[src/rtl/pipe_ctrl_hazard.sv]
// pipe_ctrl_hazard
//   Carries the ID-stage control word through the ID/EX, EX/MEM and MEM/WB
//   pipeline registers. Also generates the hazard controls for a 5-stage
//   pipeline: load-use stalls, branch/jump flushes, EX-stage forwarding
//   selects and PCSrcE.
//
// Ports
//   clk, reset               : clock, synchronous active-high reset
//   *D inputs                : decoded ID-stage controls and register addresses
//   ZeroE                    : ALU zero flag from the EX stage
//   ALUSrcE, ALUControlE     : EX-stage controls (registered)
//   Rs1E, Rs2E               : EX-stage source addresses (registered)
//   MemWriteM, MemReadM      : MEM-stage controls (registered)
//   RegWriteW, ResultSrcW    : WB-stage controls (registered)
//   RdW                      : WB-stage destination (registered)
//   PCSrcE                   : take branch/jump target (combinational)
//   StallF, StallD           : hold the PC and IF/ID (combinational)
//   FlushD, FlushE           : clear IF/ID and ID/EX (combinational)
//   ForwardAE, ForwardBE     : 00 regfile, 10 ALUResultM, 01 ResultW
//   stall_cnt, flush_cnt     : saturating event counters
//
// Handshake note: there is no valid/ready interface here. A stalled D word
// must be re-presented by the upstream stage on the next cycle. The ID/EX
// register is never stalled; a bubble enters it instead.
module pipe_ctrl_hazard #(
  parameter int REG_W  = 5,
  parameter int ALUC_W = 3,
  parameter int CNT_W  = 16
) (
  input  logic              clk,
  input  logic              reset,
  input  logic              BranchD,
  input  logic              JumpD,
  input  logic              MemWriteD,
  input  logic              MemReadD,
  input  logic              ALUSrcD,
  input  logic              RegWriteD,
  input  logic [1:0]        ResultSrcD,
  input  logic [ALUC_W-1:0] ALUControlD,
  input  logic [REG_W-1:0]  Rs1D,
  input  logic [REG_W-1:0]  Rs2D,
  input  logic [REG_W-1:0]  RdD,
  input  logic              ZeroE,
  output logic              ALUSrcE,
  output logic [ALUC_W-1:0] ALUControlE,
  output logic              MemWriteM,
  output logic              MemReadM,
  output logic              RegWriteW,
  output logic [1:0]        ResultSrcW,
  output logic [REG_W-1:0]  RdW,
  output logic [REG_W-1:0]  Rs1E,
  output logic [REG_W-1:0]  Rs2E,
  output logic              PCSrcE,
  output logic              StallF,
  output logic              StallD,
  output logic              FlushD,
  output logic              FlushE,
  output logic [1:0]        ForwardAE,
  output logic [1:0]        ForwardBE,
  output logic [CNT_W-1:0]  stall_cnt,
  output logic [CNT_W-1:0]  flush_cnt
);

  // E-stage fields that are not brought out as ports
  logic              BranchE, JumpE, MemWriteE, MemReadE, RegWriteE;
  logic [1:0]        ResultSrcE;
  logic [REG_W-1:0]  RdE;
  // M-stage fields that are not brought out as ports
  logic              RegWriteM;
  logic [1:0]        ResultSrcM;
  logic [REG_W-1:0]  RdM;

  logic lw_stall;

  // Hazard logic, combinational from the current state and the D inputs
  always_comb begin
    PCSrcE    = JumpE | (BranchE & ZeroE);
    // A redirect means the D instruction is on the wrong path, so there is
    // no reason to stall it.
    lw_stall  = MemReadE & (RdE != '0) & ((RdE == Rs1D) | (RdE == Rs2D)) & ~PCSrcE;
    StallF    = lw_stall;
    StallD    = lw_stall;
    FlushD    = PCSrcE;
    FlushE    = lw_stall | PCSrcE;

    // MEM has priority over WB: it holds the younger result.
    ForwardAE = 2'b00;
    if (RegWriteM && (RdM != '0) && (RdM == Rs1E))      ForwardAE = 2'b10;
    else if (RegWriteW && (RdW != '0) && (RdW == Rs1E)) ForwardAE = 2'b01;

    ForwardBE = 2'b00;
    if (RegWriteM && (RdM != '0) && (RdM == Rs2E))      ForwardBE = 2'b10;
    else if (RegWriteW && (RdW != '0) && (RdW == Rs2E)) ForwardBE = 2'b01;
  end

  // ID/EX register: flush loads an all-zero bubble
  always_ff @(posedge clk) begin
    if (reset || FlushE) begin
      BranchE     <= 1'b0;
      JumpE       <= 1'b0;
      MemWriteE   <= 1'b0;
      MemReadE    <= 1'b0;
      ALUSrcE     <= 1'b0;
      RegWriteE   <= 1'b0;
      ResultSrcE  <= '0;
      ALUControlE <= '0;
      Rs1E        <= '0;
      Rs2E        <= '0;
      RdE         <= '0;
    end else begin
      BranchE     <= BranchD;
      JumpE       <= JumpD;
      MemWriteE   <= MemWriteD;
      MemReadE    <= MemReadD;
      ALUSrcE     <= ALUSrcD;
      RegWriteE   <= RegWriteD;
      ResultSrcE  <= ResultSrcD;
      ALUControlE <= ALUControlD;
      Rs1E        <= Rs1D;
      Rs2E        <= Rs2D;
      RdE         <= RdD;
    end
  end

  // EX/MEM and MEM/WB registers: these advance every cycle
  always_ff @(posedge clk) begin
    if (reset) begin
      MemWriteM  <= 1'b0;
      MemReadM   <= 1'b0;
      RegWriteM  <= 1'b0;
      ResultSrcM <= '0;
      RdM        <= '0;
      RegWriteW  <= 1'b0;
      ResultSrcW <= '0;
      RdW        <= '0;
    end else begin
      MemWriteM  <= MemWriteE;
      MemReadM   <= MemReadE;
      RegWriteM  <= RegWriteE;
      ResultSrcM <= ResultSrcE;
      RdM        <= RdE;
      RegWriteW  <= RegWriteM;
      ResultSrcW <= ResultSrcM;
      RdW        <= RdM;
    end
  end

  // Saturating event counters
  always_ff @(posedge clk) begin
    if (reset) begin
      stall_cnt <= '0;
      flush_cnt <= '0;
    end else begin
      if (lw_stall && (stall_cnt != '1)) stall_cnt <= stall_cnt + 1'b1;
      if (PCSrcE && (flush_cnt != '1))   flush_cnt <= flush_cnt + 1'b1;
    end
  end

endmodule

[config.mk]
export PLATFORM = sky130hd
export DESIGN_NAME = pipe_ctrl_hazard
export DESIGN_NICKNAME = d
export VERILOG_FILES = /design/src/rtl/pipe_ctrl_hazard.sv
export SDC_FILE = /design/constraint.sdc
export NUM_CORES = 1
export LEC_CHECK = 0
export CAP_MARGIN = 20
export CORE_MARGIN = 5
export CORE_UTILIZATION = 43
export CTS_CLUSTER_DIAMETER = 60
export DETAILED_ROUTE_END_ITERATION = 8
export HOLD_SLACK_MARGIN = 0.08
export PLACE_DENSITY = 0.87
export SYNTH_ARGS = -nofsm -noshare
export SYNTH_HDL_FRONTEND = slang
export SYNTH_SLANG_ARGS = --single-unit
[constraint.sdc]
create_clock -name clk -period 1.8 [get_ports clk]
set_input_delay 0.18 -clock clk [delete_from_list [all_inputs] [get_ports clk]]
set_output_delay 0.18 -clock clk [all_outputs]
set_load 0.1 [all_outputs]
==> impl_metrics.yaml <==
yosys:
  synthFlopType: "sky130_fd_sc_hd__dfxtp_1"
  syn_nets: 371
  synth.yosys.seq_area_share_pct: 45.3
  syn_area_per_cell_um2: 9.87
  synthesis.area_mm2: 0.00336
  synth_cell_types: 54
  ys_warn_count: 0
  postSynthCellCount: 340
  synth_top_area_share_pct: 45.3
  yosys.area.top_type: "sky130_fd_sc_hd__dfxtp_1"
  post_synth_main_area_contributors: "sky130_fd_sc_hd__dfxtp_1, sky130_fd_sc_hd__xnor2_1, sky130_fd_sc_hd__xor2_1"
  ys_seq_elements: 76
  synth-edff-count: 0
  synth_async_sr_flop_share_pct: 0
global_route:
  grt-ovfl-total: 0
  grt_pass1_vias: 3478
  global_route_wire_length_before_repair_um: 18100
  gr-usage-all-layers_pct: 23.3
  antenna_found_initial: 0
  grt_start_max_net_pins: 18
final_layout:
  layout_cell_share_with_drive_strength_beyond_1_pct: 65.2
  antennaDiodeCount: 0
  layout.nets: 537
  fin_area_mm2: 0.00601
  flow.area_growth_from_synthesis_pct: 79.1
  n_fill_cell: 422
timing:
  fin_skew_ps: 18.1
  final.period_utilization_pct: 121
  setup_violations: 49
  timing_hold_violations_final: 0
  max_slew.worst_pin.slew_ps: 501
  time_the_worst_path_needs_with_i_o_delays_and_setup_ps: 2180
  slew_viol_final: 0
  min_setup_slack_post_route_ps: -380
  grt_setup_unrepaired: "yes"
  fmax_mhz: 459
  timing.max_slew.rel_slack_pct: 66.2
clock_network:
  tritoncts: "done"
  clock_insertion_delay_worst_skew_ps: 360
  numClockSinks: 76
  maximum_buffer_depth_of_the_clock_tree: 2
  cts_htree_levels: 3
  worst_setup_hold_path_clk_slew_ps: 90
  clockRootBuffer: "sky130_fd_sc_hd__clkbuf_8"
  cts_bufs_inserted: 9
  cts_hold_buffers: 0
floorplan:
  dieHeight_um: 98.4
  num_io_pins: 94
  fp.dieW_um: 98.4
  initial_core_utilization_pct: 43.9
  core-area_mm2: 0.00765
  num_rows: 32
  fp.dieArea_mm2: 0.00967
setup_path:
  cp_common_cell: "sky130_fd_sc_hd__or4_4"
  critPathBufInv: 1
  crit_slowest_cell: "sky130_fd_sc_hd__or4_4"
  worstSetupStartpointType: "flop"
  setup.worst_path.class: "reg -> out"
  rr_endpoint: "RdE[4]$_SDFF_PP0_"
  reg2reg_depth: 9
  worstReg2RegStart: "RdE[1]$_SDFF_PP0_"
  critical_path_s_largest_stage_delay_ps: 540
  rrSetupSlack_ps: -320
  crit_family: "simple AND/OR/NAND/NOR gates"
  timing.critical_path.cells: "or4_4 -> o21ai_2 -> or4_4 -> nor4_4 -> buf_12"
  critical_path_arrival_ps: 2000
  worstSetupEndpointType: "output port"
  largest_fanout_on_the_critical_path: 4
  cp.required_ps: 1620
detailed_routing:
  router_iterations_before_antenna_repair: 4
  num_vias: 3443
  routed_via_count_divided_by_cell_count: 5.62
  detailedRoute.firstIterationViolations: 174
  finalWirelength_um: 12800
  route.detailed.drc: 0
  detail-route-antenna-nets: 0
  route.detailed.wl_per_inst_um: 20.9
worst_hold_path:
  hold_class: "in -> reg"
  timing.hold.worst.start: "reset"
  min_delay_path_depth: 2
  hold_path_end: "flush_cnt[9]$_SDFFE_PP0P_"
placed_design:
  place.port_buffers: 93
  gp_congestion: 0.915
  place_hpwl_um: 6640
  placed_area_mm2: 0.00494
outcome:
  violations: "setup timing"
  status: "complete, but fails checks"
power:
  finalPower_uw: 4240
  highest_ir_drop_seen_on_vdd_mv: 0.425
  power.density_mw_per_mm2: 705
  p_leak_uw: 0.00238
flow_run:
  max-cap-violations: 0
==> final cells by class <==
| cell class | count | area, um2 | area share, % |
|---|---|---|---|
| clock buffer | 13 | 203 | 3.37 |
| multi-input combinational | 244 | 2280 | 37.9 |
| sequential | 76 | 1710 | 28.4 |
| tap | 102 | 128 | 2.12 |
| inverter | 5 | 22.5 | 0.375 |
| timing repair buffer | 170 | 1650 | 27.5 |
| clock inverter | 3 | 22.5 | 0.375 |
==> worst max-delay path by stage <==
| stage | start | to | slack, ps | cells after the start |
|---|---|---|---|---|
| after detailed placement | Rs2D[3] | stall_cnt[15]$_SDFFE_PP0P_ | -400 | 7 |
| after global placement | Rs2D[3] | stall_cnt[15]$_SDFFE_PP0P_ | -300 | 7 |
| after floorplan | RdM[4]$_SDFF_PP0_ | ForwardAE[0] | -790 | 4 |
| after global routing | RdM[1]$_SDFF_PP0_ | ForwardAE[0] | -480 | 5 |
| final | RdW[4]$_SDFF_PP0_ | ForwardBE[0] | -380 | 5 |
| after CTS | RdW[4]$_SDFF_PP0_ | ForwardAE[0] | -380 | 5 |
==> cell usage after synthesis (2+ instances only) <==
library cell / n
sky130_fd_sc_hd__or3_1: 3
sky130_fd_sc_hd__dfxtp_1: 76
sky130_fd_sc_hd__or4_1: 14
sky130_fd_sc_hd__nor3_1: 6
sky130_fd_sc_hd__buf_2: 2
sky130_fd_sc_hd__and3_1: 5
sky130_fd_sc_hd__and2_1: 26
sky130_fd_sc_hd__and4_1: 3
sky130_fd_sc_hd__ha_1: 2
sky130_fd_sc_hd__a21oi_2: 10
sky130_fd_sc_hd__o21ai_0: 4
sky130_fd_sc_hd__a21oi_1: 9
sky130_fd_sc_hd__clkbuf_2: 2
sky130_fd_sc_hd__nand2_1: 14
sky130_fd_sc_hd__o21ai_2: 2
sky130_fd_sc_hd__xnor2_1: 23
sky130_fd_sc_hd__nand3_1: 12
sky130_fd_sc_hd__or2_2: 2
sky130_fd_sc_hd__clkbuf_1: 5
sky130_fd_sc_hd__nand4_1: 9
sky130_fd_sc_hd__o31ai_2: 8
sky130_fd_sc_hd__nor4_1: 9
sky130_fd_sc_hd__nor2_1: 18
sky130_fd_sc_hd__xor2_1: 19
sky130_fd_sc_hd__buf_4: 3
sky130_fd_sc_hd__o41ai_1: 2
sky130_fd_sc_hd__inv_1: 5
sky130_fd_sc_hd__nor2b_1: 21
==> logic make-up (layout without fill, tap and decap cells) <==
kind of cell,count (synthesis),in the layout,share of synthesized area [%]
AOI/OAI and AO/OA,50,51,12.8
xor gates and xnor gates,42,42,11.0
adders and majority gates,2,2,0.745
buffers and inverters,21,191,3.88
DFF,76,76,45.3
muxes,3,3,0.969
and+or+nand+nor,146,146,25.3
==> registers in the layout, summed over array words and instances, names as in the netlist, 3 cells and up <==
register,count
flush_cnt,16
stall_cnt,16
RdE,5
RdM,5
RdW,5
Rs1E,5
Rs2E,5
ALUControlE,3
==> routing by layer <==
metal,global-route usage [%],wire (um)
met4,10.9,680
met5,0,0
met1,26.9,4800
met2,41.0,6600
met3,4.79,715
==> where the power goes <==
group / total [uW] / switching [uW] / internal (uW)
Combinational: 1030 / 585 / 447
Clock: 1450 / 686 / 760
Sequential: 1760 / 68.3 / 1690
Total: 4240 / 1340 / 2900
==> what timing repair did <==
item	in CTS	in global routing
gates resized for setup	66	54
setup buffers	18	20
pin swaps	54	26
cloned	5	1
setup endpoints to repair	24	52
==> cells in the final DEF, fill, tap and decap left out, types with 3 or more instances in the layout <==
| master | netlist | routed |
|---|---|---|
| sky130_fd_sc_hd__buf_4 | 3 | 105 |
| sky130_fd_sc_hd__dfxtp_4 | 0 | 46 |
| sky130_fd_sc_hd__and2_4 | 0 | 26 |
| sky130_fd_sc_hd__clkdlybuf4s50_1 | 0 | 25 |
| sky130_fd_sc_hd__nor2b_1 | 21 | 20 |
| sky130_fd_sc_hd__dfxtp_1 | 76 | 19 |
| sky130_fd_sc_hd__buf_6 | 1 | 19 |
| sky130_fd_sc_hd__xor2_1 | 19 | 18 |
| sky130_fd_sc_hd__nor2_1 | 18 | 16 |
| sky130_fd_sc_hd__or4_4 | 1 | 15 |
| sky130_fd_sc_hd__a21oi_2 | 10 | 14 |
| sky130_fd_sc_hd__nand2_1 | 14 | 14 |
| sky130_fd_sc_hd__xnor2_1 | 23 | 12 |
| sky130_fd_sc_hd__buf_12 | 1 | 12 |
| sky130_fd_sc_hd__dfxtp_2 | 0 | 11 |
| sky130_fd_sc_hd__xnor2_2 | 0 | 10 |
| sky130_fd_sc_hd__nand3_1 | 12 | 10 |
| sky130_fd_sc_hd__nand4_1 | 9 | 9 |
| sky130_fd_sc_hd__clkbuf_8 | 0 | 9 |
| sky130_fd_sc_hd__nor4_4 | 0 | 7 |
| sky130_fd_sc_hd__nor3_2 | 0 | 5 |
| sky130_fd_sc_hd__a21oi_1 | 9 | 5 |
| sky130_fd_sc_hd__o31ai_2 | 8 | 5 |
| sky130_fd_sc_hd__inv_1 | 5 | 4 |
| sky130_fd_sc_hd__and3_1 | 5 | 4 |
| sky130_fd_sc_hd__clkbuf_16 | 0 | 4 |
| sky130_fd_sc_hd__o21ai_4 | 0 | 3 |
| sky130_fd_sc_hd__o21ai_2 | 2 | 3 |
| sky130_fd_sc_hd__o31ai_4 | 0 | 3 |
| sky130_fd_sc_hd__buf_16 | 0 | 3 |
==> metrics by stage <==
stage          std cells  util, %  hold slack, ps  setup slack (ps)  setup TNS (ps)
2_1_floorplan        340        -             301              -791           -3400
3_3_place_gp         558     64.6             418              -297          -10290
4_1_cts              596     74.1             187              -380           -7610
6_report             613     78.6             178              -380          -13730
3_5_place_dp         558     64.6             428              -402          -13980
5_1_grt              613     78.6             183              -479          -16250
(Power assumes the default switching activity.)
